**config.mk**
```make
export PLATFORM = sky130hd
export DESIGN_NAME = fetch_pc_sequencer
export DESIGN_NICKNAME = d
export VERILOG_FILES = /design/src/rtl/fetch_pc_sequencer.sv
export SDC_FILE = /design/constraint.sdc
export NUM_CORES = 1
export LEC_CHECK = 0
export ABC_AREA = 1
export CORE_MARGIN = 2
export CORE_UTILIZATION = 44
export CTS_CLUSTER_DIAMETER = 80
export CTS_CLUSTER_SIZE = 40
export DETAILED_ROUTE_END_ITERATION = 16
export PLACE_DENSITY_LB_ADDON = 0.1
export SYNTH_ARGS = -nofsm -noshare
export SYNTH_HDL_FRONTEND = slang
export SYNTH_SLANG_ARGS = --single-unit
```
**constraint.sdc**
```tcl
create_clock -name clk -period 1.9 [get_ports clk]
set_clock_uncertainty 0.2 [all_clocks]
set_input_delay 0.285 -clock clk [delete_from_list [all_inputs] [get_ports clk]]
set_output_delay 0.285 -clock clk [all_outputs]
set_load 0.02 [all_outputs]
```
**src/rtl/fetch_pc_sequencer.sv**
```systemverilog
`timescale 1ns/1ps
// ---------------------------------------------------------------------------
// fetch_pc_sequencer
//
// Instruction-fetch controller for the IF stage. It owns the program counter
// (pc) and the address of the instruction currently held for decode
// (past_pc). It issues instruction-memory requests over a req/ack handshake
// and buffers one fetched instruction until decode accepts it. It also
// redirects on taken branches. A branch that arrives while a request is still
// outstanding is deferred: the outstanding address stays stable, and the data
// that returns for it is thrown away.
//
// Ports:
//   clk               system clock, rising edge
//   rst               asynchronous active-low reset
//   pipe_stall        decode cannot accept the held instruction this cycle
//   branch_taken      one-cycle redirect request
//   branch_target     redirect address, sampled with branch_taken
//   im_req            instruction-memory request (registered)
//   im_addr           request address, always equal to pc
//   im_ack            memory returns data this cycle (meaningful with im_req)
//   im_rdata          fetched instruction, valid with im_ack
//   pc                address of the next or outstanding fetch
//   past_pc           address of the instruction on instr_out
//   instr_out         held instruction, NOP_INSTR when nothing is held
//   instr_valid       instr_out holds a live instruction
//   bus_stall         request outstanding with no ack this cycle (comb)
//   instruction_stall live instruction blocked by pipe_stall (comb)
//   bus_err           sticky watchdog flag, cleared only by reset
// ---------------------------------------------------------------------------
module fetch_pc_sequencer #(
    parameter int                   DATA_SIZE = 32,
    parameter logic [DATA_SIZE-1:0] RESET_PC  = 32'h0000_0000,
    parameter logic [DATA_SIZE-1:0] NOP_INSTR = 32'h0000_0013,
    parameter int                   TIMEOUT   = 15
) (
    input  logic                 clk,
    input  logic                 rst,
    input  logic                 pipe_stall,
    input  logic                 branch_taken,
    input  logic [DATA_SIZE-1:0] branch_target,
    output logic                 im_req,
    output logic [DATA_SIZE-1:0] im_addr,
    input  logic                 im_ack,
    input  logic [DATA_SIZE-1:0] im_rdata,
    output logic [DATA_SIZE-1:0] pc,
    output logic [DATA_SIZE-1:0] past_pc,
    output logic [DATA_SIZE-1:0] instr_out,
    output logic                 instr_valid,
    output logic                 bus_stall,
    output logic                 instruction_stall,
    output logic                 bus_err
);

    // Watchdog counter just wide enough to hold TIMEOUT, at least one bit.
    localparam int                   CNT_W    = (TIMEOUT < 1) ? 1 : $clog2(TIMEOUT + 1);
    localparam logic [CNT_W-1:0]     WAIT_MAX = CNT_W'(TIMEOUT);
    localparam logic [DATA_SIZE-1:0] PC_STEP  = DATA_SIZE'(4);

    typedef enum logic [1:0] {
        S_IDLE,
        S_FETCH,
        S_VALID
    } state_t;

    state_t               state_q, state_d;
    logic [DATA_SIZE-1:0] pc_q, pc_d;
    logic [DATA_SIZE-1:0] past_pc_q, past_pc_d;
    logic [DATA_SIZE-1:0] instr_q, instr_d;
    logic                 valid_q, valid_d;
    logic                 req_q, req_d;
    logic                 bus_err_q, bus_err_d;
    logic                 flush_pend_q, flush_pend_d;
    logic [DATA_SIZE-1:0] tgt_buf_q, tgt_buf_d;
    logic [CNT_W-1:0]     wait_cnt_q, wait_cnt_d;

    // -----------------------------------------------------------------------
    // State register
    // -----------------------------------------------------------------------
    // NOTE: sequential state uses non-blocking assignments so that every
    // register samples pre-edge values regardless of statement order.
    always_ff @(posedge clk or negedge rst) begin
        if (!rst) begin
            state_q      <= S_IDLE;
            pc_q         <= RESET_PC;
            past_pc_q    <= RESET_PC;
            instr_q      <= NOP_INSTR;
            valid_q      <= 1'b0;
            req_q        <= 1'b0;
            bus_err_q    <= 1'b0;
            flush_pend_q <= 1'b0;
            tgt_buf_q    <= '0;
            wait_cnt_q   <= '0;
        end else begin
            state_q      <= state_d;
            pc_q         <= pc_d;
            past_pc_q    <= past_pc_d;
            instr_q      <= instr_d;
            valid_q      <= valid_d;
            req_q        <= req_d;
            bus_err_q    <= bus_err_d;
            flush_pend_q <= flush_pend_d;
            tgt_buf_q    <= tgt_buf_d;
            wait_cnt_q   <= wait_cnt_d;
        end
    end

    // -----------------------------------------------------------------------
    // Next-state logic. Priority: branch_taken > im_ack > pipe_stall.
    // -----------------------------------------------------------------------
    // NOTE: every signal gets a default before the case statement, so no
    // path can leave it unassigned and infer a latch.
    always_comb begin
        state_d      = state_q;
        pc_d         = pc_q;
        past_pc_d    = past_pc_q;
        instr_d      = instr_q;
        valid_d      = valid_q;
        bus_err_d    = bus_err_q;
        flush_pend_d = flush_pend_q;
        tgt_buf_d    = tgt_buf_q;
        wait_cnt_d   = '0;          // cleared whenever we are not waiting in S_FETCH

        unique case (state_q)
            S_IDLE: begin
                state_d = S_FETCH;
            end

            S_FETCH: begin
                if (im_ack) begin
                    if (branch_taken || flush_pend_q) begin
                        // The returning data belongs to the abandoned path.
                        // Re-aim and issue the new request next cycle.
                        pc_d         = branch_taken ? branch_target : tgt_buf_q;
                        flush_pend_d = 1'b0;
                    end else begin
                        instr_d   = im_rdata;
                        valid_d   = 1'b1;
                        past_pc_d = pc_q;
                        pc_d      = pc_q + PC_STEP;
                        state_d   = S_VALID;
                    end
                end else begin
                    wait_cnt_d = (wait_cnt_q == WAIT_MAX) ? wait_cnt_q
                                                          : wait_cnt_q + CNT_W'(1);
                    if (wait_cnt_d == WAIT_MAX) begin
                        bus_err_d = 1'b1;
                    end
                    // The outstanding address must not move, so the redirect
                    // is parked until the ack for the current address arrives.
                    if (branch_taken) begin
                        flush_pend_d = 1'b1;
                        tgt_buf_d    = branch_target;
                    end
                end
            end

            S_VALID: begin
                if (branch_taken) begin
                    valid_d = 1'b0;
                    instr_d = NOP_INSTR;
                    pc_d    = branch_target;
                    state_d = S_FETCH;
                end else if (!pipe_stall) begin
                    // Consumed by decode. Fall back to NOP while nothing is held.
                    valid_d = 1'b0;
                    instr_d = NOP_INSTR;
                    state_d = S_FETCH;
                end
            end

            default: begin
                state_d = S_IDLE;
            end
        endcase

        // im_req is registered: it is high for exactly the cycles spent in
        // S_FETCH.
        req_d = (state_d == S_FETCH);
    end

    // -----------------------------------------------------------------------
    // Outputs
    // -----------------------------------------------------------------------
    assign im_req            = req_q;
    assign im_addr           = pc_q;
    assign pc                = pc_q;
    assign past_pc           = past_pc_q;
    assign instr_out         = instr_q;
    assign instr_valid       = valid_q;
    assign bus_err           = bus_err_q;
    assign bus_stall         = req_q & ~im_ack;
    assign instruction_stall = valid_q & pipe_stall;

endmodule

```
==> results by group, run 1 <==
Detailed routing
  – Wire per inst: approximately 16 um
  – Initial DRC Count: 507
  – DR vias/cell: approximately 5.1
  – Via Count: 6,854
  – Detail Route Antenna Nets: 0
  – First-pass iteration count of the detailed router: 7
  – Post-route DRC: 0
  – Total Wirelength: around 22,000 um

Critical path
  – CP Max Fanout: 8
  – Critical Path End Type: register
  – Slowest cell on crit path: dfrtp_2
  – Critical Path, Cell by Cell: inv_2, ha_4, inv_6, nor2_4, nand2_2, nand2_2, inv_2, nand2_4, inv_8, buf_12, a22o_1
  – Slowest stage delay, CP: approximately 0.44 ns
  – Worst path bufs/invs: 5
  – CP Launch Type: register
  – CP Depth: 11
  – Worst endpoint required time: 2.01 ns
  – Worst endpoint data arrival time: roughly 2.0 ns
  – FF-to-FF path depth: 11
  – Critical setup path kind: reg -> reg
  – Crit path max-delay family: flip-flops

Power and ir drop
  – Leakage Power: around 5.5 nW
  – Total power: roughly 18 mW
  – Maximum VDD drop: around 0.79 mV
  – PwrDens: around 1700 mW/mm^2

Global routing
  – Largest net degree at the start of global routing: between 40 and 50
  – Via count of the first global-routing pass: approximately 6,500
  – Global-route wire length before repair: 33,100 um
  – Antenna violations before repair: 0
  – Total global-route track usage: between 20% and 30%
  – Total grt overflow: 0

Hold path
  – Hold Crit Depth: 3
  – HP Class: in -> reg

STA
  – Slew HR: between 60% and 70%
  – Final Hold Viols: 0
  – Final period utilization: between 90 and 100%
  – Final setup vio count: 0
  – Fin. max-slew vios: 0
  – Achievable Freq: about 530 MHz
  – Tmin final: approximately 1.9 ns
  – Unrepaired setup endpoints after global routing: yes
  – Slew at the pin closest to its max-slew limit: around 0.46 ns

Clock network
  – Clk sinks: 138
  – Root Buffer: clkbuf_16
  – CTS Buffer Depth: 2
  – CTS tree: yes
  – H-tree Lvls: 4
  – Clk slew on worst S/H paths: ~0.06 ns
  – Inserted Clock Buffers: 17
  – Later-pin clock latency in the skew report: 0.43 ns

Cells and area
  – Utilization after layout: between 60% and 70%
  – Cell area after layout: between 0.01 and 0.015 mm^2
  – Post-synthesis to final-layout area growth: 53.9%
  – Share of cells above drive strength 1: approximately a fifth
  – Antenna diodes: 0
  – Final nets: around 1,200
  – Fin cells: roughly 1,300

Logic synthesis
  – Top-count cell post-synth: nand2_1
  – Post-synth EDFFs: 0
  – Post-synthesis cell count: between 800 and 900
  – Top cells by area, synth: dfrtp_1, nand2_1, o21ai_0, inv_1, nor2_1
  – Largest family of logic cells by synthesized area: simple AND/OR/NAND/NOR gates
  – Xor/xnor share of the synthesized area: 0.621%
  – Post-synth top cells: nand2_1, dfrtp_1, o21ai_0, inv_1, nor2_1
  – Multiplexer area fraction after synthesis: between 1 and 1.5%
  – Yosys reg bits: between 100 and 150
  – Post-Syn Area: 0.00705 mm^2
  – Post-Synth Adder-Cell Area: ~1.1%
  – Synthesized Nets: roughly 940
  – Synth Area in Compound Gates: between 10% and 20%
  – Number of distinct library cells after synthesis: 40
  – Dominant synthesized flop cell: dfrtp_1
  – Area share of and/or/nand/nor cells after synthesis: just under 20%
  – Sequential share of the synthesized area: between 40% and 50%
  – Yosys top cell by area: dfrtp_1
  – Fraction of registers with async set/reset: 100%
  – Yosys warning count: 0
  – Syn Area/Cell: roughly 8.2 um^2
  – Synth top area share: a little under half

Placed design
  – Placed cell area: around 0.0097 mm^2
  – Buffers on Ports: approximately 200
  – Post-Place Cells: ~1,300
  – HPWL after DPL: roughly 15,000 um
  – Placer Congestion: roughly 0.9

Floorplan
  – Initial Util: 44.7%
  – I/O Pins: a little over 200
  – Core footprint: ~0.016 mm^2
  – Die footprint: 0.0171 mm^2
  – Die W: about 130 um
  – Row count: 46
  – Die H: 131 um

Run
  – Maxcap violations: 0

Outcome
  – Status: finished clean
## cell families (layout without fill, tap and decap cells)
| family | Yosys count | count (layout) |
|---|---|---|
| simple gates | 342 | 342 |
| compound gates | 208 | 208 |
| buf+inv | 156 | 419 |
| flops | 138 | 138 |
| mux | 8 | 8 |
| fa+ha+maj | 6 | 6 |
| xor+xnor | 5 | 5 |
## cell type report
type                       instances  area (um^2)
fill                            1321         4920
multi-input combinational        569         3140
clock buffer                      21          470
inverter                          85          339
tap                              216          270
sequential                       138         3460
clock inverter                    11          144
timing repair buffer             302         3030
## flip-flops by register name, indices dropped and copies added (netlist names)
signal	count
im_addr	32
flush_pend_q	1
wait_cnt_q	4
instr_valid	1
im_req	1
instr_out	32
tgt_buf_q	32
past_pc	32
state_q	2
bus_err	1
## cell usage in the layout (no fill, tap or decap), types with 22 or more instances in the layout
cell,synthesis,final
nand2_1,213,207
dfrtp_1,135,129
dlymetal6s2s_1,0,42
nor2_1,78,60
dlygate4sd2_1,0,76
a22o_1,29,29
inv_1,78,73
clkdlybuf4s50_1,0,80
a21oi_1,26,22
o21ai_0,103,96
buf_4,33,70
nand3_1,28,25
## routing by layer
| metal | GRT usage, % | wire length [um] |
|---|---|---|
| met3 | 6.31 | 1540 |
| met4 | 9.45 | 448 |
| met5 | 0 | 0 |
| met1 | 34.4 | 9410 |
| met2 | 39.4 | 10300 |
## tightest hold or removal path, cell delays in order
cell,delay [ns]
buf_2,0.17
nand2_1,0.10
a31oi_1,0.09
## metrics by stage
step,hold slack (ns),setup slack (ns),setup TNS [ns]
after floorplan,-0.211,-0.00872,-0.102
after global placement,0.0321,-0.185,-8.69
after detailed placement,0.0328,-0.188,-10.81
after CTS,0.0359,-0.00308,-0.00308
after global routing,0.0722,-0.0500,-1.14
final,0.0590,0.0234,0
## what timing repair did
action	4_1_cts	5_1_grt
resized for setup	91	133
hold endpoints to repair	135	0
gates cloned	1	4
setup endpoints to repair	164	139
buffers inserted	6	6
hold buffers	1	0
pin swaps	3	14
## final timing paths
check	slack, ns	from	end
max	0.02	state_q[0]	instr_out[26]
min	0.06	branch_taken	tgt_buf_q[20]
max reg2reg	0.02	state_q[0]	instr_out[26]
min reg2reg	0.28	bus_err	bus_err
max in group asynchronous	0.77	rst	instr_out[4]
min in group asynchronous	0.16	rst	past_pc[27]
## power breakdown
part	internal [mW]	leakage (nW)	total (mW)	switching (mW)
Clock	2.16	0.303	3.45	1.29
Combinational	4.25	3.54	9.54	5.29
Sequential	4.29	1.70	5.31	1.02
Note: power is estimated with default switching activity, not from simulation.
==> run 2: changes to the inputs <==
CORE_UTILIZATION = 58   (was 44)
DONT_BUFFER_PORTS = 1   (was default)
==> results by group, run 2 (same netlist as run 1, synthesis figures left out) <==
Outcome
  – Status: complete, but fails checks
  – Failing checks: negative hold slack, negative setup slack

Cells and area
  – Most common library cell in the layout ignoring fill and taps: nand2_1
  – Commonest cells after routing, fill and taps aside: nand2_1, dfrtp_1, buf_4
  – Number of fill cells: 642 (-51%)
  – Final nets: 1,089 (-8.3%)
  – Fin cells: 1,174 (-13%)
  – Multi-input logic area: 0.00323 mm^2 (+3.0%)
  – Share of cells above drive strength 1: 25.0% (+5.3 points)
  – Register area: 0.00346 mm^2 (-0.18%)
  – Cell area after layout: 0.00987 mm^2 (-9.1%)
  – Antenna diodes: 0 (unchanged)
  – Post-synthesis to final-layout area growth: 40.0%

Detailed routing
  – Total Wirelength: 27,000 um (+24%)
  – First-pass iteration count of the detailed router: 5 (-2)
  – DR vias/cell: 6.24 (+22%)
  – Via Count: 7,325 (+6.9%)
  – Post-route DRC: 0 (unchanged)
  – Initial DRC Count: 758 (+50%)
  – Detail Route Antenna Nets: 0 (unchanged)
  – Wire per inst: 23.0 um (+42%)

Placed design
  – Placed cell area: 0.00755 mm^2 (-22%)
  – Buffers on Ports: 0 (-100%)
  – HPWL after DPL: 14,000 um (-8.6%)
  – Post-Place Cells: 1,027 (-21%)
  – Placer Congestion: 0.915 (+1.3%)

Global routing
  – Total global-route track usage: 34.3% (+9.0 points)
  – Total grt overflow: 0 (unchanged)
  – Global-route wire length before repair: 34,300 um (+3.3%)
  – Largest net degree at the start of global routing: 139 (+240%)
  – Antenna violations before repair: 0 (unchanged)
  – Via count of the first global-routing pass: 6,417 (-0.63%)

Critical path
  – Critical Path End Type: register
  – Worst endpoint required time: 1.99 ns (-0.02 ns)
  – CP Launch Type: register
  – Critical setup path kind: reg -> reg
  – CP Max Fanout: 7 (-1)
  – Worst endpoint data arrival time: 2.20 ns (+0.21 ns)

Clock network
  – Clk slew on worst S/H paths: 0.06 ns (about the same)
  – Clk sinks: 138 (unchanged)
  – CTS Buffer Depth: 2 (unchanged)
  – Inserted Clock Buffers: 17 (unchanged)
  – Later-pin clock latency in the skew report: 0.43 ns (about the same)
  – H-tree Lvls: 4 (unchanged)
  – CTS tree: yes
  – Root Buffer: clkbuf_16

Floorplan
  – Die W: 114 um (-13%)
  – Row count: 40 (-13%)
  – Die footprint: 0.0131 mm^2 (-23%)
  – I/O Pins: 202 (unchanged)
  – Die H: 114 um (-13%)
  – Core footprint: 0.0120 mm^2 (-24%)
  – Initial Util: 58.9% (+14 points)

Run
  – Maxcap violations: 0 (unchanged)

STA
  – Final Hold Viols: 138 (+138)
  – Fin. max-slew vios: 0 (unchanged)
  – Slew at the pin closest to its max-slew limit: 0.553 ns (+0.0929 ns)
  – Final period utilization: 111% (+12 points)
  – Final setup vio count: 82 (+82)
  – Slew HR: 63.1% (-5.9 points)
  – Hold slack: -0.655 ns (-0.714 ns)
  – Unrepaired setup endpoints after global routing: yes
  – Achievable Freq: 473 MHz (-11%)
  – Final WS setup: -0.214 ns (-0.237 ns)
  – Tmin final: 2.11 ns (+0.237 ns)

Power and ir drop
  – Maximum VDD drop: 1.22 mV (+54%)
  – PwrDens: 1860 mW/mm^2 (+10%)
  – Leakage Power: 4.58 nW (-17%)

Hold path
  – HP Class: in -> async
==> run 2: cell types whose count changed in the layout (fill, tap and decap cells not counted), sizes merged <==
cell	delta
clkinvlp	+4
inv	+2
dlygate4sd3	+84
bufinv	+1
clkbuf	+2
dlygate4sd2	-76
clkdlybuf4s15	-1
buf	+12
dlymetal6s2s	-42
clkdlybuf4s50	-80
clkinv	-5
==> run 2: report_power, final <==
| part | total [mW] | internal [mW] | switching [mW] |
|---|---|---|---|
| Sequential | 6.21 | 4.28 | 1.93 |
| Clock | 3.63 | 2.25 | 1.38 |
| Combinational | 8.51 | 3.43 | 5.08 |
==> run 2: per-layer routing <==
layer	vias to the layer above	wire [um]	GRT usage (%)
met3	115	2840	7.20
met1	3538	10300	47.9
met4	0	1180	11.4
met5	-	0	0
li1	3129	-	-
met2	543	12700	53.9
==> run 2: critical path, stage by stage (launching register included) <==
cell and delay, ns:
dfrtp_1 0.42, buf_6 0.13, ha_4 0.17, buf_6 0.13, inv_4 0.04, nor2_4 0.18, clkinvlp_4 0.27, buf_12 0.22
nand2_1 0.08, o21ai_1 0.11
==> run 2: final timing paths <==
check | start | to | slack, ns | cells after the start
max | state_q[0] | tgt_buf_q[13] | -0.21 | 9
min | rst | past_pc[27] | -0.65 | 0
max reg2reg | state_q[0] | tgt_buf_q[13] | -0.21 | 9
min reg2reg | tgt_buf_q[24] | tgt_buf_q[24] | 0.29 | 2
max in group asynchronous | rst | instr_out[0] | 1.93 | 0
min in group clk | im_ack | tgt_buf_q[6] | 0.01 | 3
==> run 2: final cells by class <==
cell class / count / area share (%)
flip-flops and latches: 138 / 35.0
multi-input cells: 569 / 32.7
repair buffers: 203 / 20.4
clock buffers: 19 / 4.49
inverters: 85 / 3.59
clock inverters: 13 / 1.93
well taps: 147 / 1.86
==> run 2: metrics by stage <==
stage / TNS (ns) / power [mW] / hold WS, ns / util (%) / setup slack (ns)
floorplan: -0.102 / 10.3 / -0.211 / - / -0.00872
global placement: -0.216 / 12.1 / -0.208 / 63.1 / -0.0769
detailed placement: -1.93 / 12.3 / -0.208 / 63.1 / -0.117
CTS: -0.00233 / 16.3 / -0.660 / 75.8 / -0.00233
global route: -11.51 / 19.1 / -0.663 / 82.5 / -0.266
finish: -6.87 / 18.3 / -0.655 / 82.5 / -0.214
==> run 2: repair_timing <==
item,in CTS,in global routing
gates resized for setup,13,139
buffers inserted,0,22
hold buffers,82,3
setup endpoints to repair,58,100
pin swaps,0,27
hold endpoints to repair,222,141
gates cloned,0,10
